[src/rtl/fpdiv_result_buffer.sv]
// fpdiv_result_buffer
//
// Downstream stage of the FP32 divider. Captures the divider quotient and exception code once
// per rising edge of the divider DONE level, classifies the quotient, and queues the entry in a
// small circular FIFO that is drained over a valid/ready handshake. A sticky flag records
// captures that were dropped because the FIFO was full and nothing was popped that cycle.
//
// Optional feature macro: FPDIV_RESULT_STATS_EN
//   When defined, adds four 16-bit saturating counters (total/NaN/inf/zero accepted captures)
//   and the STAT_* output ports. When undefined, those counters and ports are absent.
//
// Parameters:
//   DEPTH         FIFO entries, power of two, >= 2
// Ports:
//   CLOCK         sole clock, rising edge
//   RESET         asynchronous, active-high
//   DONE_IN       divider DONE level
//   QUOT_IN       divider quotient (AbyB)
//   EXC_IN        divider exception code
//   CLEAR         synchronous clear of OVERFLOW and stats counters (FIFO untouched)
//   RESULT_VALID  head entry available
//   RESULT_READY  consumer accepts head entry
//   RESULT_DATA   head quotient
//   RESULT_EXC    head exception code
//   RESULT_CLASS  head class: 0 normal, 1 zero, 2 inf, 3 NaN, 4 subnormal
//   COUNT         occupied entries
//   FULL          COUNT == DEPTH
//   OVERFLOW      sticky, a capture was dropped
//   STAT_*        saturating counters (only with FPDIV_RESULT_STATS_EN)

module fpdiv_result_buffer #(
  parameter int unsigned DEPTH = 4
) (
  input  logic                      CLOCK,
  input  logic                      RESET,
  input  logic                      DONE_IN,
  input  logic [31:0]               QUOT_IN,
  input  logic [1:0]                EXC_IN,
  input  logic                      CLEAR,
  output logic                      RESULT_VALID,
  input  logic                      RESULT_READY,
  output logic [31:0]               RESULT_DATA,
  output logic [1:0]                RESULT_EXC,
  output logic [2:0]                RESULT_CLASS,
  output logic [$clog2(DEPTH):0]    COUNT,
  output logic                      FULL,
  output logic                      OVERFLOW
`ifdef FPDIV_RESULT_STATS_EN
  ,
  output logic [15:0]               STAT_NAN,
  output logic [15:0]               STAT_INF,
  output logic [15:0]               STAT_ZERO,
  output logic [15:0]               STAT_TOTAL
`endif
);

  localparam int unsigned PtrW = $clog2(DEPTH);
  localparam logic [PtrW:0] DepthCnt = DEPTH[PtrW:0];

  localparam logic [2:0] ClsNormal = 3'd0;
  localparam logic [2:0] ClsZero   = 3'd1;
  localparam logic [2:0] ClsInf    = 3'd2;
  localparam logic [2:0] ClsNan    = 3'd3;
  localparam logic [2:0] ClsSub    = 3'd4;

  function automatic logic [2:0] classify(input logic [31:0] q);
    logic [7:0]  exp_f;
    logic [22:0] man_f;
    exp_f = q[30:23];
    man_f = q[22:0];
    if (exp_f == 8'hFF) begin
      classify = (man_f != '0) ? ClsNan : ClsInf;
    end else if (exp_f == 8'h00) begin
      classify = (man_f != '0) ? ClsSub : ClsZero;
    end else begin
      classify = ClsNormal;
    end
  endfunction

  logic            done_q;
  logic [31:0]     data_q [DEPTH];
  logic [1:0]      exc_q  [DEPTH];
  logic [2:0]      cls_q  [DEPTH];
  logic [PtrW-1:0] wr_ptr_q, rd_ptr_q;
  logic [PtrW:0]   count_q, count_d;
  logic            overflow_q;

  logic capture, pop, push, drop, full, valid;

  assign valid   = (count_q != '0);
  assign full    = (count_q == DepthCnt);
  assign capture = DONE_IN && !done_q;
  assign pop     = valid && RESULT_READY;
  // When full, a same-cycle pop frees the slot being written (wr_ptr == rd_ptr).
  assign push    = capture && (!full || pop);
  assign drop    = capture && full && !pop;

  always_comb begin
    count_d = count_q;
    unique case ({push, pop})
      2'b10:   count_d = count_q + (PtrW + 1)'(1);
      2'b01:   count_d = count_q - (PtrW + 1)'(1);
      default: count_d = count_q;
    endcase
  end

  always_ff @(posedge CLOCK or posedge RESET) begin
    if (RESET) begin
      done_q     <= 1'b0;
      wr_ptr_q   <= '0;
      rd_ptr_q   <= '0;
      count_q    <= '0;
      overflow_q <= 1'b0;
    end else begin
      done_q  <= DONE_IN;
      count_q <= count_d;
      if (push) wr_ptr_q <= wr_ptr_q + PtrW'(1);
      if (pop)  rd_ptr_q <= rd_ptr_q + PtrW'(1);
      // A drop in the same cycle as CLEAR wins so the loss is not hidden.
      overflow_q <= (overflow_q && !CLEAR) || drop;
    end
  end

  // Storage is reset so the head fields read zero straight out of reset.
  always_ff @(posedge CLOCK or posedge RESET) begin
    if (RESET) begin
      for (int unsigned i = 0; i < DEPTH; i++) begin
        data_q[i] <= '0;
        exc_q[i]  <= '0;
        cls_q[i]  <= '0;
      end
    end else if (push) begin
      data_q[wr_ptr_q] <= QUOT_IN;
      exc_q[wr_ptr_q]  <= EXC_IN;
      cls_q[wr_ptr_q]  <= classify(QUOT_IN);
    end
  end

  assign RESULT_VALID = valid;
  assign RESULT_DATA  = data_q[rd_ptr_q];
  assign RESULT_EXC   = exc_q[rd_ptr_q];
  assign RESULT_CLASS = cls_q[rd_ptr_q];
  assign COUNT        = count_q;
  assign FULL         = full;
  assign OVERFLOW     = overflow_q;

`ifdef FPDIV_RESULT_STATS_EN
  logic [15:0] stat_nan_q, stat_inf_q, stat_zero_q, stat_total_q;
  logic [2:0]  cap_cls;

  assign cap_cls = classify(QUOT_IN);

  // CLEAR zeroes first; an accepted capture in the same cycle is still counted.
  function automatic logic [15:0] sat_next(input logic [15:0] cur, input logic clr,
                                           input logic inc);
    logic [15:0] base;
    base = clr ? 16'h0000 : cur;
    sat_next = (inc && base != 16'hFFFF) ? base + 16'd1 : base;
  endfunction

  always_ff @(posedge CLOCK or posedge RESET) begin
    if (RESET) begin
      stat_nan_q   <= '0;
      stat_inf_q   <= '0;
      stat_zero_q  <= '0;
      stat_total_q <= '0;
    end else begin
      stat_total_q <= sat_next(stat_total_q, CLEAR, push);
      stat_nan_q   <= sat_next(stat_nan_q,   CLEAR, push && cap_cls == ClsNan);
      stat_inf_q   <= sat_next(stat_inf_q,   CLEAR, push && cap_cls == ClsInf);
      stat_zero_q  <= sat_next(stat_zero_q,  CLEAR, push && cap_cls == ClsZero);
    end
  end

  assign STAT_NAN   = stat_nan_q;
  assign STAT_INF   = stat_inf_q;
  assign STAT_ZERO  = stat_zero_q;
  assign STAT_TOTAL = stat_total_q;
`endif

endmodule
[config.mk]
export PLATFORM = sky130hd
export DESIGN_NAME = fpdiv_result_buffer
export DESIGN_NICKNAME = d
export VERILOG_FILES = /design/src/rtl/fpdiv_result_buffer.sv
export SDC_FILE = /design/constraint.sdc
export NUM_CORES = 1
export LEC_CHECK = 0
export BUFFER_PORTS_ARGS = -buffer_cell sky130_fd_sc_hd__buf_4
export CORE_MARGIN = 1.5
export CORE_UTILIZATION = 50
export CTS_BUF_LIST = sky130_fd_sc_hd__clkbuf_2 sky130_fd_sc_hd__clkbuf_4 sky130_fd_sc_hd__clkbuf_8
export DETAILED_ROUTE_END_ITERATION = 8
export PLACE_DENSITY_LB_ADDON = 0.25
export SLEW_MARGIN = 10
export SYNTH_ARGS = -nofsm -noshare
export SYNTH_HDL_FRONTEND = slang
export SYNTH_SLANG_ARGS = --single-unit
[constraint.sdc]
create_clock -name CLOCK -period 5.3 [get_ports CLOCK]
set_input_delay 1.325 -clock CLOCK [delete_from_list [all_inputs] [get_ports CLOCK]]
set_output_delay 1.325 -clock CLOCK [all_outputs]
set_load 0.02 [all_outputs]
==> out/metrics.yaml <==
place_congestion: 0.764
fmax_mhz: 265
hp-class: "reg2reg"
worst-path-stages: 3
core_area_um2: 15100
ys_types: 46
seq_area_um2: 3930
initial_core_util_pct: 50.7
critPathTopFamily: "buffers and inverters"
avgSynthCellArea_um2: 17.3
wl_mm: 14.8
wl_met2_mm: 7.38
fp.dieH_um: 127
top_layer: "met4"
cts_num_sinks: 157
cts_buffer_depth: 2
period_share_pct: 71.3
io_pins: 82
power_switching_share_pct: 33.9
drt-vias-per-instance: 5.58
synth_edf_count: 0
clk_pin_slew_ns: 0.08
slew_violations: 0
postCtsResizedCells: 0
die-area_um2: 16100
drv_cap: 0
die_width_um: 127
drt_iter0_drc: 197
dr_wl_met3_um: 635
crit_chain: "buf_4, mux4_2, buf_4"
p_sw_uw: 1900
p_per_area_nw_per_um2: 648
multi_input_area_um2: 3390
max_slew_margin_pct: 27.6
cts_inserted_buffers: 17
first_global_vias: 4414
placementRows: 45
rr_worst_depth: 4
seqPwrFrac_pct: 39.0
wl_met1_mm: 6.73
grt_start_max_net_pins: 158
tritoncts: "done"
hpwl_mm: 8.81
status: "finished, final reports clean"
post_cts_buffers: 0
ctsRootBufferMaster: "clkbuf_8"
cp_common_cell: "buf_4"
grt_overflow_total: 0
rsz0062_at_grt: "false"
tns_ns: 0
cellInternalPower_uw: 3690
yosys_warnings: 0
grtUsageTotal_pct: 20.1
portBuffers: 81
min_period_ns: 3.78
ys_seq_area_share_pct: 51.3
final_nets: 566
cts_htree_levels: 4
max_stage_delay_ns: 0.63
insertedDiodeCount: 0
wire_per_inst_um: 20.5
fin_hold_ws_ns: 0.506
fin_util_pct: 57.1
cp-start-kind: "flop"
num_vias: 4037
cp.arrival_ns: 2.45
syn-num-nets: 487
holdBufCountCts: 0
finClkSkew_ns: 0.0118
drive_gt1_share_pct: 58.9
synthesis.area_um2: 7650
ant_nets: 0
cp_num_buf_inv: 2
antenna_found_initial: 0
clk_latency_ns: 0.44
crit_path_end_kind: "output pin"
fillerInstances: 1222
grt_pass1_wl_mm: 24.6
power_frac_comb_pct: 45.7
ys.flop_type: "dfrtp_1"
cp_slowest_cell: "mux4_2"
crit_fanout: 28
synthArstFlopShare_pct: 100
peakVddDrop_mv: 0.298
holdPathStages: 1
hold_viol_final: 0
drc_errors: 0
leakagePower_uw: 0.00403
path_class: "reg2out"
crit_required_ns: 3.97
area_delta_synth_final_pct: 12.7
power.clock.fraction_pct: 15.3
ys_ff_latch: 157
worst_pin_slew_ns: 1.09
drtPass1Iterations: 4
syn_inst: 443
setup_violations: 0
## metrics by stage
step           cells  power (µW)  area [µm²]  setup WS, ns
3_3_place_gp     691        4700        8240          1.91
3_5_place_dp     691        4770        8240          1.88
2_1_floorplan    443        4020        7660          1.99
6_report         723        5590        8620          1.52
5_1_grt          723        5900        8620          1.33
4_1_cts          723        5650        8620          1.41
## final timing paths
| path | slack (ns) | start | endpoint |
|---|---|---|---|
| setup / recovery | 1.52 | rd_ptr_q[0] | RESULT_DATA[1] |
| hold / removal | 0.51 | cls_q[2] | cls_q[2] |
| setup reg to reg | 2.84 | COUNT[2] | data_q[82] |
| hold reg to reg | 0.51 | cls_q[2] | cls_q[2] |
| max in group asynchronous | 3.53 | RESET | data_q[18] |
| min in group asynchronous | 1.10 | RESET | data_q[10] |
## sequential cells by signal, summed over array words and instances (netlist names)
| name | flops |
|---|---|
| COUNT | 3 |
| OVERFLOW | 1 |
| cls_q | 12 |
| data_q | 128 |
| done_q | 1 |
| exc_q | 8 |
| rd_ptr_q | 2 |
| wr_ptr_q | 2 |
## logic make-up (layout without fill, tap and decap cells)
group	after synthesis	count (layout)	synth area share [%]
compound gates	21	21	2.09
flops	157	157	51.3
buf+inv	35	127	4.37
simple gates	38	38	4.10
fa+ha+maj	5	5	0.916
xor+xnor	6	6	0.687
mux	181	181	36.5
## metal layers
metal,vias to the layer above,GRT usage [%]
li1,1813,-
met3,10,5.10
met1,2139,27.9
met5,-,0
met4,0,5.55
met2,75,31.8
## placed cells by master, fill, tap and decap left out, types with 2 or more instances in the layout
cell type	n
buf_4	82
a2111oi_0	4
a21oi_1	5
clkbuf_8	19
clkinvlp_4	8
ha_1	4
inv_6	2
or4_4	2
nor4_1	3
inv_1	11
or4_1	2
mux2_2	54
dfrtp_1	155
dfrtp_2	2
xnor2_1	3
nor2_1	2
mux4_2	37
nor3_1	5
nand2_8	3
mux2_4	90
nor2_4	3
a211oi_1	4
xor2_1	3
nand4_1	2
nand2_1	5
## power groups by stage
stage | Clock [µW] | Combinational [µW] | Sequential (µW)
floorplan | 0 | 2010 | 2000
global placement | 0 | 2540 | 2160
detailed placement | 0 | 2580 | 2190
CTS | 885 | 2590 | 2180
global route | 941 | 2710 | 2250
finish | 857 | 2550 | 2180
## synth_stat cells (all sizes together) (3+ instances only)
library cell  number  area, µm²
a211oi             4       30.0
nor4               3       18.8
xor2               3       26.3
or4                4       37.5
mux2             144       1960
buf               21        282
ha                 4       50.1
nor2               5       41.3
mux4              37        833
a2111oi            4       35.0
inv               12       45.0
a21oi              5       25.0
nor3               5       25.0
xnor2              3       26.3
dfrtp            157       3930
nand2              9       85.1
## layout make-up
cell class	count	area share [%]
clock buffer	20	3.12
clock inverter	12	1.32
inverter	12	0.566
multi-input combinational	251	39.3
sequential	157	45.6
tap	188	2.73
timing repair buffer	83	7.37
(Power assumes the default switching activity.)
